<file path="config.mk">
export PLATFORM = sky130hd
export DESIGN_NAME = scroll_ctrl
export DESIGN_NICKNAME = d
export VERILOG_FILES = /design/src/rtl/scroll_ctrl_pkg.sv /design/src/rtl/scroll_ctrl_mod_counter.sv /design/src/rtl/scroll_ctrl.sv
export SDC_FILE = /design/constraint.sdc
export NUM_CORES = 1
export LEC_CHECK = 0
export CORE_ASPECT_RATIO = 1.4
export CORE_MARGIN = 2
export CORE_UTILIZATION = 49
export CTS_CLUSTER_DIAMETER = 60
export DETAILED_ROUTE_END_ITERATION = 8
export DONT_BUFFER_PORTS = 1
export PLACE_DENSITY_LB_ADDON = 0.1
export SYNTH_ARGS = -nofsm -noshare
export SYNTH_HDL_FRONTEND = slang
export SYNTH_SLANG_ARGS = --single-unit
</file>
<file path="constraint.sdc">
create_clock -name clk -period 3.65 [get_ports clk]
set_input_delay 0.365 -clock clk [delete_from_list [all_inputs] [get_ports clk]]
set_output_delay 0.365 -clock clk [all_outputs]
set_load 0.005 [all_outputs]
</file>
<file path="src/rtl/scroll_ctrl_pkg.sv">
// Shared types and constants for the scrolling 7-segment message sequencer.
package scroll_ctrl_pkg;

  typedef enum logic [1:0] {
    ST_IDLE   = 2'd0,
    ST_RUN    = 2'd1,
    ST_PAUSED = 2'd2
  } state_t;

  localparam int          NDIG       = 4;
  localparam logic [3:0]  AN_ALL_OFF = 4'b1111;

endpackage

</file>
<file path="src/rtl/scroll_ctrl_mod_counter.sv">
// Modulo-MOD counter with enable and synchronous clear; o_wrap flags the enabled terminal count.
module mod_counter #(
  parameter int MOD = 4
) (
  input  logic clk,
  input  logic rst,
  input  logic i_en,
  input  logic i_clr,
  output logic o_wrap
);

  localparam int W = (MOD > 2) ? $clog2(MOD) : 1;

  logic [W-1:0] r_cnt;
  logic         w_last;

  assign w_last = (r_cnt == W'(MOD - 1));
  assign o_wrap = i_en && w_last;

  always_ff @(posedge clk or posedge rst) begin
    if (rst) begin
      r_cnt <= '0;
    end else if (i_clr) begin
      r_cnt <= '0;
    end else if (i_en) begin
      r_cnt <= w_last ? '0 : r_cnt + W'(1);
    end
  end

endmodule

</file>
<file path="src/rtl/scroll_ctrl.sv">
// Scroll sequencer: run/pause/step/stop FSM, message position counter and 4-digit anode scan.
// Handshake: start/pause/step/stop are single-cycle pulses, no ready; each is acted on in the cycle it is high.
module scroll_ctrl
  import scroll_ctrl_pkg::*;
#(
  parameter int TICK_CYCLES    = 8388608,
  parameter int REFRESH_CYCLES = 65536,
  parameter int MSG_LEN        = 16,
  parameter int POS_W          = 4
) (
  input  logic             clk,
  input  logic             reset,
  input  logic             start,
  input  logic             pause,
  input  logic             step,
  input  logic             stop,
  input  logic             dir,
  output logic [POS_W-1:0] pos,
  output logic             step_tick,
  output logic             running,
  output logic [3:0]       an_n,
  output logic [POS_W-1:0] char_idx,
  output state_t           state_dbg
);

  state_t           r_state;
  logic [POS_W-1:0] r_pos;
  logic             r_step_tick;
  logic             r_running;
  logic [1:0]       r_digit;
  logic [3:0]       r_an_n;
  logic [POS_W-1:0] r_char_idx;

  logic             w_tick;
  logic             w_ref_wrap;
  logic             w_presc_clr;
  logic             w_adv;
  logic [POS_W-1:0] w_pos_nxt;
  logic [1:0]       w_digit_nxt;
  logic [POS_W:0]   w_sum;
  logic [POS_W-1:0] w_char_nxt;

  // Prescaler only counts in RUN, so PAUSED keeps the partial period.
  assign w_presc_clr = stop || (r_state == ST_IDLE);

  mod_counter #(.MOD(TICK_CYCLES)) u_presc (
    .clk   (clk),
    .rst   (reset),
    .i_en  (r_state == ST_RUN),
    .i_clr (w_presc_clr),
    .o_wrap(w_tick)
  );

  mod_counter #(.MOD(REFRESH_CYCLES)) u_refresh (
    .clk   (clk),
    .rst   (reset),
    .i_en  (1'b1),
    .i_clr (1'b0),
    .o_wrap(w_ref_wrap)
  );

  // A tick still advances on the same edge RUN leaves for PAUSED; stop overrides everything.
  assign w_adv = !stop &&
                 (((r_state == ST_RUN) && w_tick) ||
                  ((r_state == ST_PAUSED) && !pause && step));

  always_comb begin
    w_pos_nxt = r_pos;
    if (stop || (r_state == ST_IDLE)) begin
      w_pos_nxt = '0;
    end else if (w_adv) begin
      if (dir) begin
        w_pos_nxt = (r_pos == '0) ? POS_W'(MSG_LEN - 1) : r_pos - POS_W'(1);
      end else begin
        w_pos_nxt = (r_pos == POS_W'(MSG_LEN - 1)) ? '0 : r_pos + POS_W'(1);
      end
    end
  end

  always_ff @(posedge clk or posedge reset) begin
    if (reset) begin
      r_state   <= ST_IDLE;
      r_running <= 1'b0;
    end else if (stop) begin
      r_state   <= ST_IDLE;
      r_running <= 1'b0;
    end else begin
      case (r_state)
        ST_IDLE: begin
          if (start) begin
            r_state   <= ST_RUN;
            r_running <= 1'b1;
          end
        end
        ST_RUN: begin
          if (pause) begin
            r_state   <= ST_PAUSED;
            r_running <= 1'b0;
          end
        end
        ST_PAUSED: begin
          if (pause) begin
            r_state   <= ST_RUN;
            r_running <= 1'b1;
          end
        end
        default: begin
          r_state   <= ST_IDLE;
          r_running <= 1'b0;
        end
      endcase
    end
  end

  always_ff @(posedge clk or posedge reset) begin
    if (reset) begin
      r_pos       <= '0;
      r_step_tick <= 1'b0;
    end else begin
      r_pos       <= w_pos_nxt;
      r_step_tick <= w_adv;
    end
  end

  // char_idx is built from the next pos and next digit so it always matches the lit anode.
  assign w_digit_nxt = w_ref_wrap ? r_digit + 2'd1 : r_digit;
  assign w_sum       = {1'b0, w_pos_nxt} + (POS_W + 1)'(w_digit_nxt);
  assign w_char_nxt  = (w_sum >= (POS_W + 1)'(MSG_LEN)) ?
                       POS_W'(w_sum - (POS_W + 1)'(MSG_LEN)) : POS_W'(w_sum);

  always_ff @(posedge clk or posedge reset) begin
    if (reset) begin
      r_digit    <= 2'd0;
      r_an_n     <= 4'b1110;
      r_char_idx <= '0;
    end else begin
      r_digit    <= w_digit_nxt;
      r_an_n     <= AN_ALL_OFF ^ (4'b0001 << w_digit_nxt);
      r_char_idx <= w_char_nxt;
    end
  end

  assign pos       = r_pos;
  assign step_tick = r_step_tick;
  assign running   = r_running;
  assign an_n      = r_an_n;
  assign char_idx  = r_char_idx;
  assign state_dbg = r_state;

endmodule
</file>
* After elaboration in Yosys (flattened, before gate mapping)
Cells that the tools add are included.
** Operators by class
- Shift-type cells :: 1
- Eq/ne operators :: 8
- Multiplexer cells :: 21
- $add $sub $neg :: 7
- $lt $le $gt $ge :: 1
- Bitwise logic cells :: 1
- Reduce and logical (&&, ||, !) cells :: 13
** Operators by type and width (count)
- 23-bit 2-to-1 mux :: 3
- 4-bit 2-to-1 mux :: 6
- 23-bit by 1-bit adder with 23-bit output, second input constant :: 1
- 23-bit == test, second input constant :: 1
- 16-bit by 1-bit adder with 16-bit output, second input constant :: 1
- 16-bit == test, second input constant :: 1
- 16-bit 2-to-1 mux :: 1
- 2-bit 2-to-1 mux :: 5
- 3-bit != test, second input constant :: 3
- 4-bit by 1-bit subtractor with 4-bit output, second input constant :: 2
- 2-bit case mux with 3 select lines :: 1
- 4-bit by 2-bit adder with 5-bit output :: 1
- 5-bit greater-or-equal comparator, second input constant :: 1
- 1-bit logical AND :: 5
- 4-bit by 1-bit adder with 4-bit output, second input constant :: 1
- 4-bit == test, second input constant :: 1
- 4-bit zero test :: 1
- 1-bit 2-to-1 mux :: 4
- 4-bit inverter :: 1
- 1-bit by 2-bit << shifter with 4-bit output, first input constant :: 1
- 1-bit case mux with 3 select lines :: 1
- 3-bit AND reduction :: 1
- 2-bit by 1-bit adder with 2-bit output, second input constant :: 1
- 2-bit by 1-bit == test with 1-bit output, second input constant :: 1
- 5 further kinds :: 7
** Word-level totals
- Output and inout port bits :: 16
- Bits of input ports :: 7
- Register bits after elaboration :: 57
- Logic and storage cells :: 61

* Depth between registers and ports, before layout
Gate-level depths: netlist (run 1).
- Depth after elaboration :: 10
- Mapped depth :: 13
- Gate-level depth less buffers :: 13

* By module
A second synthesis (run 1) with hierarchy kept.
** Unflattened totals
- Cells, all modules :: 304
- Area, all modules :: 3051.7 um^2
** Modules (own cells, without submodules)
- mod_counter at u_presc :: cells each 128, instances 1, sequential area each 575.6 um^2, area an instance 1241.2 um^2
- scroll_ctrl :: cells each 86, instances 1, sequential area each 454.2 um^2, area an instance 960.9 um^2
- mod_counter at u_refresh :: cells each 90, instances 1, sequential area each 400.4 um^2, area an instance 849.6 um^2

* Least setup slack after synthesis (run 1)
OpenSTA, ideal clock, no wires.
- Path kind :: register to register
- From :: register u_presc.r_cnt[0]
- To :: register r_char_idx[2] (netlist: char_idx[2])
- Buffers on the path :: 0
- Arrival time :: 2.932 ns
- Clock period less this slack :: 3.052 ns
- Required time :: 3.530 ns
- Library setup time :: 0.120 ns
- Stages on the path, launching flop included :: 14
- Setup slack :: 0.598 ns
- Cell sequence :: dfrtp_1 > ha_1 > nand4_4 > nor4_4 > a31oi_1 > clkinv_2 > a21oi_1 > a311oi_1 > ha_1 > inv_1 > fa_1 > nor3b_1 > o22ai_1 > and3_1
** Between the ends
- Cells in the longest elaborated chain, start to end :: 10
- Elaborated cells on any way between the ends :: 11
- Classes of those cells :: add/sub: 2; order compare: 1; eq/ne: 1; mux: 3; reduce/logical: 4
** Ends and longest elaborated chain
- start: declaration :: RTL line scroll_ctrl_mod_counter.sv:14 : logic [W-1:0] r_cnt;
- start signal: assignment :: RTL line scroll_ctrl_mod_counter.sv:26 : r_cnt <= w_last ? '0 : r_cnt + W'(1);
- 23-bit == test * :: RTL line scroll_ctrl_mod_counter.sv:17 : assign w_last = (r_cnt == W'(MOD - 1));
- 1-bit logical AND * :: RTL line scroll_ctrl_mod_counter.sv:18 : assign o_wrap = i_en && w_last;
- 1-bit logical AND * :: RTL line scroll_ctrl.sv:64 : (((r_state == ST_RUN) && w_tick) ||
- 1-bit logical OR * :: RTL line scroll_ctrl.sv:64
- 1-bit logical AND * :: RTL line scroll_ctrl.sv:63 : assign w_adv = !stop &&
- net w_adv :: RTL line scroll_ctrl.sv:37 : logic w_adv;
- 4-bit 2-to-1 mux * :: RTL line scroll_ctrl.sv:71 : end else if (w_adv) begin
- 4-bit 2-to-1 mux * :: RTL line scroll_ctrl.sv:69 : if (stop || (r_state == ST_IDLE)) begin
- net w_pos_nxt[0] :: RTL line scroll_ctrl.sv:38 : logic [POS_W-1:0] w_pos_nxt;
- 4-bit by 2-bit adder with 5-bit output * :: RTL line scroll_ctrl.sv:127 : assign w_sum = {1'b0, w_pos_nxt} + (POS_W + 1)'(w_digit_nxt);
- 4-bit by 1-bit subtractor with 4-bit output / 5-bit greater-or-equal comparator (equally long branches) :: RTL line scroll_ctrl.sv:129, scroll_ctrl.sv:128
- 4-bit 2-to-1 mux * :: RTL line scroll_ctrl.sv:128 : assign w_char_nxt = (w_sum >= (POS_W + 1)'(MSG_LEN)) ?
- net w_char_nxt[2] :: RTL line scroll_ctrl.sv:41 : logic [POS_W-1:0] w_char_nxt;
- end signal: assignment :: RTL line scroll_ctrl.sv:139 : r_char_idx <= w_char_nxt;
- end: declaration :: RTL line scroll_ctrl.sv:32 : logic [POS_W-1:0] r_char_idx;
Mark *: on every way through the listed nets, which the timed path passes. The rest lies on a longest branch.
A chain may end at the register's enable or synchronous reset.

* Worst setup path after layout (run 1)
- From :: register u_refresh.r_cnt[0]
- To :: register r_char_idx[2] (netlist: char_idx[2])
** Between the ends
- Cells in the longest elaborated chain, start to end :: 5
- Elaborated cells on any way between the ends :: 6
- Classes of those cells :: add/sub: 2; order compare: 1; eq/ne: 1; mux: 2
** Ends and longest elaborated chain
- start: declaration :: RTL line scroll_ctrl_mod_counter.sv:14
- start signal: assignment :: RTL line scroll_ctrl_mod_counter.sv:26
- 16-bit == test * :: RTL line scroll_ctrl_mod_counter.sv:17
- 2-bit 2-to-1 mux * :: RTL line scroll_ctrl.sv:126 : assign w_digit_nxt = w_ref_wrap ? r_digit + 2'd1 : r_digit;
- net w_digit_nxt[0] :: RTL line scroll_ctrl.sv:39 : logic [1:0] w_digit_nxt;
- 4-bit by 2-bit adder with 5-bit output * :: RTL line scroll_ctrl.sv:127
- 4-bit by 1-bit subtractor with 4-bit output / 5-bit greater-or-equal comparator (equally long branches) :: RTL line scroll_ctrl.sv:129, scroll_ctrl.sv:128
- 4-bit 2-to-1 mux * :: RTL line scroll_ctrl.sv:128
- net w_char_nxt[2] :: RTL line scroll_ctrl.sv:41
Marks and branches as above.

==> metrics.cfg, run 1 <==
[global_route]
grt_use_total=0.179
busiest_layer=met2
antenna_found_initial=0
grt_start_max_net_pins=43
grt_first_pass_wirelength_um=9490
grt_use_met1=0.222
grt_pass1_vias=2063
grt-ovfl-total=0
grt_util_met3=0.0325
grt.met2_usage=0.318

[synth]
synthArstFlopShare=1.00
syn_nets=323
yosysWarnings=0
synth_seq_cells=56
synth_cell_types=49
syn_avg_cell_area_um2=9.58
synth_flop_cell=dfrtp_1
yosysTopAreaCellShare=0.448
syn_area_um2=2960
synth_seq_area_share=0.475
yosysMostFrequentCell=dfrtp_1
synth_common_cells=dfrtp_1 (53), nand2_1 (26), nor2_1 (25)
syn_inst=309
synth-edff-count=0
synth_area_leaders=dfrtp_1 (45%), nand3_1 (3.4%), nand2_1 (3.3%)
yosysTopAreaCell=dfrtp_1

[power]
p_leak_nw=1.38
switching_power_w=0.000247
internal_power_w=0.000863
pwr-share-clk=0.389
p_comb_frac=0.044
swShare=0.223
ir_drop_v=0.000224
p_per_area_nw_per_um2=353
seq_power_share=0.567

[floorplan]
fp.dieH_um=96.0
die_w_um=69.7
coreArea_um2=5860
dieArea_um2=6690
top_level_ports=23
start_util=0.505
placementRows=33

[worst_setup_path]
crit_path_cell_trace=ha_1 -> nand3_1 -> nor4_2 -> and3_1 -> xor2_1 -> ha_1 -> inv_1 -> fa_1 -> nor3b_1 -> o22ai_1 -> and3_1
cp.required_ns=3.86
path_buf_inv=1
worstReg2RegStart=u_refresh.r_cnt[0]
crit_path_end=char_idx[2]
crit_fanout=5
slowest_delay_ns=0.51
reg2reg_depth=11
criticalPathCategory=reg -> reg
cp.arrival_ns=3.47
cp-startpoint=u_refresh.r_cnt[0]
r2r-end=char_idx[2]
reg2reg_slack_ns=0.40
startpoint_type=flop
crit_family=simple AND/OR/NAND/NOR gates
critPathSlowestCell=nor4_2
worstSetupPathDepth=11
worstSetupEndpointType=flop

[clock_network]
cts_tree=done
post_cts_buffers=0
postCtsHoldBufs=0
clockRootBuffer=clkbuf_8
cts_resized=0
htree_levels=2
cts_buffer_depth=2
cts_buffers=5
clock-sinks=56
clk-insertion-delay-late_ns=0.31
path_clk_slew_ns=0.10

[timing]
finalMaxSlewViolations=0
timing.final.crit_share=0.891
rsz0062_at_grt=no
holdWs_ns=0.100
slew_headroom=0.414
setup_ws_ns=0.398
finalSetupViolCount=0
worstMarginPinSlew_ns=0.877
hold_violations=0
setup_tns_ns=0
finClkSkew_ns=0.00923
fmax_ghz=0.307
finalCriticalPeriod_ns=3.25

[layout]
drive_gt1_frac=0.0874
diodes=0
syn2layout_area_growth_pct=6.34
layout.nets=322
fillers=548

[detailed_routing]
vias=2198
wl_per_cell_um=14.8
routed_wl_um=5610
ant_nets=0
drt_iter0_drc=110
dr.pass1.iters=5
via_per_inst=5.80
drc=0

[outcome]
status=completed

[run]
max_cap_violations=0

[placed_design]
io_buffer_count=0
pre_cts_ws_ns=0.398
gp_congestion=0.777
place.detailed.hpwl_um=3960

[worst_hold_path]
hold_path_class=in -> async

==> per-layer routing <==
layer	part of all wire	vias to the layer above
li1	-	1098
met1	0.45	1065
met2	0.51	31
met3	0.029	4
met4	0.0096	0
met5	0	-
==> cell type report <==
class	instances	area [um^2]	share of cell area
clock buffers	6	82.6	0.0262
clock inverters	2	38.8	0.0123
inverters	10	38.8	0.0123
multi-input cells	230	1460	0.463
flip-flops and latches	56	1410	0.447
well taps	70	87.6	0.0278
repair buffers	5	37.5	0.0119
==> worst min path at each step <==
stage	start	end	slack, ns	cells past startpoint
2_1_floorplan	stop	u_presc.r_cnt[22]	0.43	1
3_3_place_gp	stop	state_dbg[1]	0.44	1
3_5_place_dp	stop	u_presc.r_cnt[22]	0.43	1
4_1_cts	stop	u_presc.r_cnt[22]	0.09	1
5_1_grt	stop	state_dbg[1]	0.1	1
6_report	reset	char_idx[0]	0.10	1
==> sequential cells by signal, indices dropped and copies added (netlist names) <==
name	flops
u_refresh.r_cnt	16
step_tick	1
char_idx	4
pos	4
u_presc.r_cnt	23
state_dbg	2
r_digit	2
an_n	4
==> logic make-up (layout without fill, tap and decap cells) <==
kind of cell / count (synthesis) / in the layout / share of synthesized area
AOI/OAI and AO/OA: 60 / 60 / 0.125
xor gates and xnor gates: 21 / 21 / 0.0622
muxes: 7 / 7 / 0.0237
DFF: 56 / 56 / 0.475
and+or+nand+nor: 135 / 135 / 0.249
buffers and inverters: 23 / 23 / 0.0330
adders and majority gates: 7 / 7 / 0.0321
==> power groups by stage <==
| stage | Sequential [W] | Clock, W | Combinational [W] |
|---|---|---|---|
| 2_1_floorplan | 0.000639 | 0 | 0.0000432 |
| 3_3_place_gp | 0.000642 | 0 | 0.0000502 |
| 3_5_place_dp | 0.000642 | 0 | 0.0000508 |
| 4_1_cts | 0.000630 | 0.000445 | 0.0000509 |
| 5_1_grt | 0.000631 | 0.000470 | 0.0000572 |
| 6_report | 0.000629 | 0.000432 | 0.0000491 |
==> stage by stage <==
stage | cells | utilization | area [um^2] | total power, W
3_5_place_dp | 371 | 0.516 | 3030 | 0.000692
2_1_floorplan | 309 | - | 2960 | 0.000682
4_1_cts | 379 | 0.537 | 3150 | 0.00113
3_3_place_gp | 371 | 0.516 | 3030 | 0.000692
6_report | 379 | 0.537 | 3150 | 0.00111
5_1_grt | 379 | 0.537 | 3150 | 0.00116
==> placed cells by master, fill, tap and decap left out, types with 3 or more instances in the layout <==
| cell type | n |
|---|---|
| nand2b_1 | 5 |
| nor3b_1 | 4 |
| buf_4 | 5 |
| dfrtp_1 | 53 |
| xnor2_1 | 11 |
| and3_1 | 8 |
| ha_1 | 6 |
| a31oi_1 | 10 |
| mux2i_1 | 7 |
| dfstp_2 | 3 |
| a21oi_1 | 15 |
| clkbuf_8 | 6 |
| nor3_1 | 12 |
| a21o_1 | 4 |
| nand2_1 | 26 |
| nand3_1 | 20 |
| xor2_1 | 10 |
| a22o_1 | 3 |
| nor2_1 | 25 |
| nor2b_1 | 7 |
| nand4_1 | 8 |
| o21ai_0 | 15 |
| inv_1 | 8 |
| or3_1 | 5 |
Note: power is estimated with default switching activity, not from simulation.
==> run 2: changes to the inputs <==
--- a/config.mk
+++ b/config.mk
@@ -11,7 +11,9 @@
 export CTS_CLUSTER_DIAMETER = 60
 export DETAILED_ROUTE_END_ITERATION = 8
 export DONT_BUFFER_PORTS = 1
+export HOLD_SLACK_MARGIN = 0.1
 export PLACE_DENSITY_LB_ADDON = 0.1
 export SYNTH_ARGS = -nofsm -noshare
 export SYNTH_HDL_FRONTEND = slang
+export SYNTH_HIERARCHICAL = 1
 export SYNTH_SLANG_ARGS = --single-unit
==> run 2 against run 1 <==
Largest power group unchanged. Critical path type unchanged. Sequential power increased by 3%. Utilization increased by 0.31 points. Synthesized cell count decreased by 1.6%. Sequential cell count increased by 1. Critical path depth increased by 1. Wire length about the same.
==> metrics.cfg, run 2 <==
[layout]
final_common_cell=dfrtp_1  ; unchanged
syn2layout_area_growth_pct=8.36  ; was 6.34%
fin_area_um2=3310  ; was 3150 um^2
top_register=u_presc/r_cnt  ; was u_presc.r_cnt
largest_reg_flops=23  ; unchanged
diodes=0  ; unchanged
final_cell_mix=dfrtp_1 (54), nor2_1 (33), nand2_1 (24)  ; was dfrtp_1 (53), nand2_1 (26), nor2_1 (25)
drive_gt1_frac=0.121  ; was 0.0874
layout.nets=322  ; unchanged
reg.largest.list=u_presc/r_cnt x23, u_refresh/r_cnt x16  ; was u_presc.r_cnt x23, u_refresh.r_cnt x16

[timing]
setup_tns_ns=0  ; unchanged
timing.final.crit_share=0.857  ; was 0.891
hold_violations=0  ; unchanged
setup_ws_ns=0.523  ; was 0.398 ns
rsz0062_at_grt=no  ; unchanged
finClkSkew_ns=0.00684  ; was 0.00923 ns
fmax_ghz=0.320  ; was 0.307 GHz
slew_headroom=0.411  ; was 0.414
finalMaxSlewViolations=0  ; unchanged
worstMarginPinSlew_ns=0.882  ; was 0.877 ns
finalCriticalPeriod_ns=3.13  ; was 3.25 ns
finalSetupViolCount=0  ; unchanged

[synth]
synth_adder_area_share=0.0312  ; was 0.0321
synth-xor-area-share=0.0775  ; was 0.0622
synth-edff-count=0  ; unchanged
synth-simple-area-share=0.236  ; was 0.249
synth.area.mux_share=0.0131  ; was 0.0237
synth_seq_area_share=0.469  ; was 0.475
synth_area_leaders=dfrtp_1 (44%), nor2_1 (4.1%), xnor2_1 (4.0%)  ; was dfrtp_1 (45%), nand3_1 (3.4%), nand2_1 (3.3%)
yosysWarnings=6  ; was 0
syn_inst=304  ; was 309
synth_flop_cell=dfrtp_1  ; unchanged
syn_avg_cell_area_um2=10.0  ; was 9.58 um^2
synth_cell_types=59  ; was 49
synthArstFlopShare=1.00  ; unchanged
synth_common_cells=dfrtp_1 (54), nor2_1 (33), nand2_1 (24)  ; was dfrtp_1 (53), nand2_1 (26), nor2_1 (25)
yosysTopAreaCellShare=0.443  ; was 0.448
synth_seq_cells=57  ; was 56
synth_top_family_by_area=simple AND/OR/NAND/NOR gates  ; unchanged
yosysMostFrequentCell=dfrtp_1  ; unchanged
syn_nets=318  ; was 323
synth_compound_area_frac=0.132  ; was 0.125
yosysTopAreaCell=dfrtp_1  ; unchanged
syn_area_um2=3050  ; was 2960 um^2

[global_route]
grt_pass1_vias=2289  ; was 2063
antenna_found_initial=0  ; unchanged
grt-ovfl-total=0  ; unchanged
grt_first_pass_wirelength_um=10400  ; was 9490 um
grt_start_max_net_pins=24  ; was 43
grt_use_total=0.189  ; was 0.179

[detailed_routing]
dr.pass1.iters=4  ; was 5
drt_iter0_drc=82  ; was 110
vias=2184  ; was 2198
via_per_inst=5.67  ; was 5.80
drc=0  ; unchanged
wl_per_cell_um=14.6  ; was 14.8 um
ant_nets=0  ; unchanged
routed_wl_um=5610  ; about the same

[power]
p_per_area_nw_per_um2=388  ; was 353 nW/um^2
ir_drop_v=0.000288  ; was 0.000224 V
p_leak_nw=1.36  ; was 1.38 nW

[clock_network]
path_clk_slew_ns=0.07  ; was 0.10 ns
cts_resized=0  ; unchanged
cts_tree=done  ; unchanged
clockRootBuffer=clkbuf_8  ; unchanged
htree_levels=3  ; was 2
clock-sinks=57  ; was 56
cts_buffers=9  ; was 5
clk-insertion-delay-late_ns=0.34  ; was 0.31 ns
cts_buffer_depth=2  ; unchanged

[floorplan]
die_w_um=70.7  ; was 69.7 um
fp.dieH_um=97.4  ; was 96.0 um
coreArea_um2=6130  ; was 5860 um^2
dieArea_um2=6880  ; was 6690 um^2
placementRows=34  ; was 33
top_level_ports=23  ; unchanged
start_util=0.498  ; was 0.505

[placed_design]
gp_congestion=0.827  ; was 0.777
placed_cell_area_um2=3090  ; was 3030 um^2
io_buffer_count=0  ; unchanged
pre_cts_ws_ns=0.509  ; was 0.398 ns
place.detailed.hpwl_um=3910  ; was 3960 um

[worst_setup_path]
criticalPathCategory=reg -> reg  ; unchanged
cp.required_ns=3.91  ; was 3.86 ns
crit_fanout=14  ; was 5
startpoint_type=flop  ; unchanged
cp.arrival_ns=3.39  ; was 3.47 ns
worstSetupEndpointType=flop  ; unchanged

[run]
max_cap_violations=0  ; unchanged

[worst_hold_path]
hold_path_class=in -> async  ; unchanged

[outcome]
status=completed  ; unchanged

## run 2: critical path, stage by stage, from the launching register on
cell and delay (ns):
dfrtp_1 0.44, and4_4 0.27, nand4_4 0.21, nor3_1 0.37, and2_1 0.22, nand3b_4 0.10, a21oi_4 0.25, nor2_1 0.06
a211oi_1 0.48, ha_1 0.32, a21o_1 0.15, nand2_1 0.07, xnor2_1 0.11
## run 2: layout make-up
class | count | area, um^2
inverter | 14 | 52.6
tap | 72 | 90.1
clock buffer | 11 | 141
sequential | 57 | 1430
timing repair buffer | 4 | 35.0
multi-input combinational | 222 | 1500
clock inverter | 5 | 55.1
fill | 573 | 2820
## run 2: metrics by stage
step	total power (W)	hold WS (ns)	utilization	instances
global placement	0.000712	0.370	0.504	367
CTS	0.00130	0.125	0.540	385
floorplan	0.000706	0.279	-	304
finish	0.00128	0.105	0.540	385
detailed placement	0.000713	0.370	0.504	367
global route	0.00134	0.146	0.540	385
## run 2: where the power goes
part	total [W]	internal [W]	switching, W
combinational	0.0000567	0.0000180	0.0000388
clock	0.000581	0.000331	0.000250
sequential	0.000646	0.000637	0.00000920
total	0.00128	0.000986	0.000298
## run 2: kinds of logic (layout without fill, tap and decap cells)
group / count (synthesis) / after routing
AO/OA/AOI/OAI: 57 / 57
buffers and inverters: 25 / 34
other: 2 / 2
AND/OR/NAND/NOR: 125 / 125
XOR/XNOR: 27 / 27
multiplexers: 4 / 4
adder cells (fa/ha/maj): 7 / 7
flip-flops: 57 / 57
## run 2: path summary, 6_finish.rpt
| kind | end | from | slack (ns) | cells past startpoint |
|---|---|---|---|---|
| worst min-delay path | u_presc/r_cnt[4] | reset | 0.10 | 1 |
| worst max-delay path | char_idx[3] | u_presc/r_cnt[11] | 0.52 | 12 |
| max in group asynchronous | state_dbg[1] | reset | 2.60 | 2 |
| min in group clk | state_dbg[0] | pause | 0.15 | 1 |
| worst min register to register | an_n[3] | r_digit[1] | 0.44 | 1 |
| worst max register to register | char_idx[3] | u_presc/r_cnt[11] | 0.52 | 12 |
## run 2: per-layer routing
layer	global-route usage	vias up	wire length [um]
met5	0	-	0
met4	0.0900	0	92
met3	0.0498	8	119
met2	0.299	21	2850
met1	0.239	1064	2550
li1	-	1091	-
## run 2: what timing repair did
item	4_1_cts	5_1_grt
hold buffers	2	0
buffers inserted	0	0
endpoints found under the hold margin	35	0
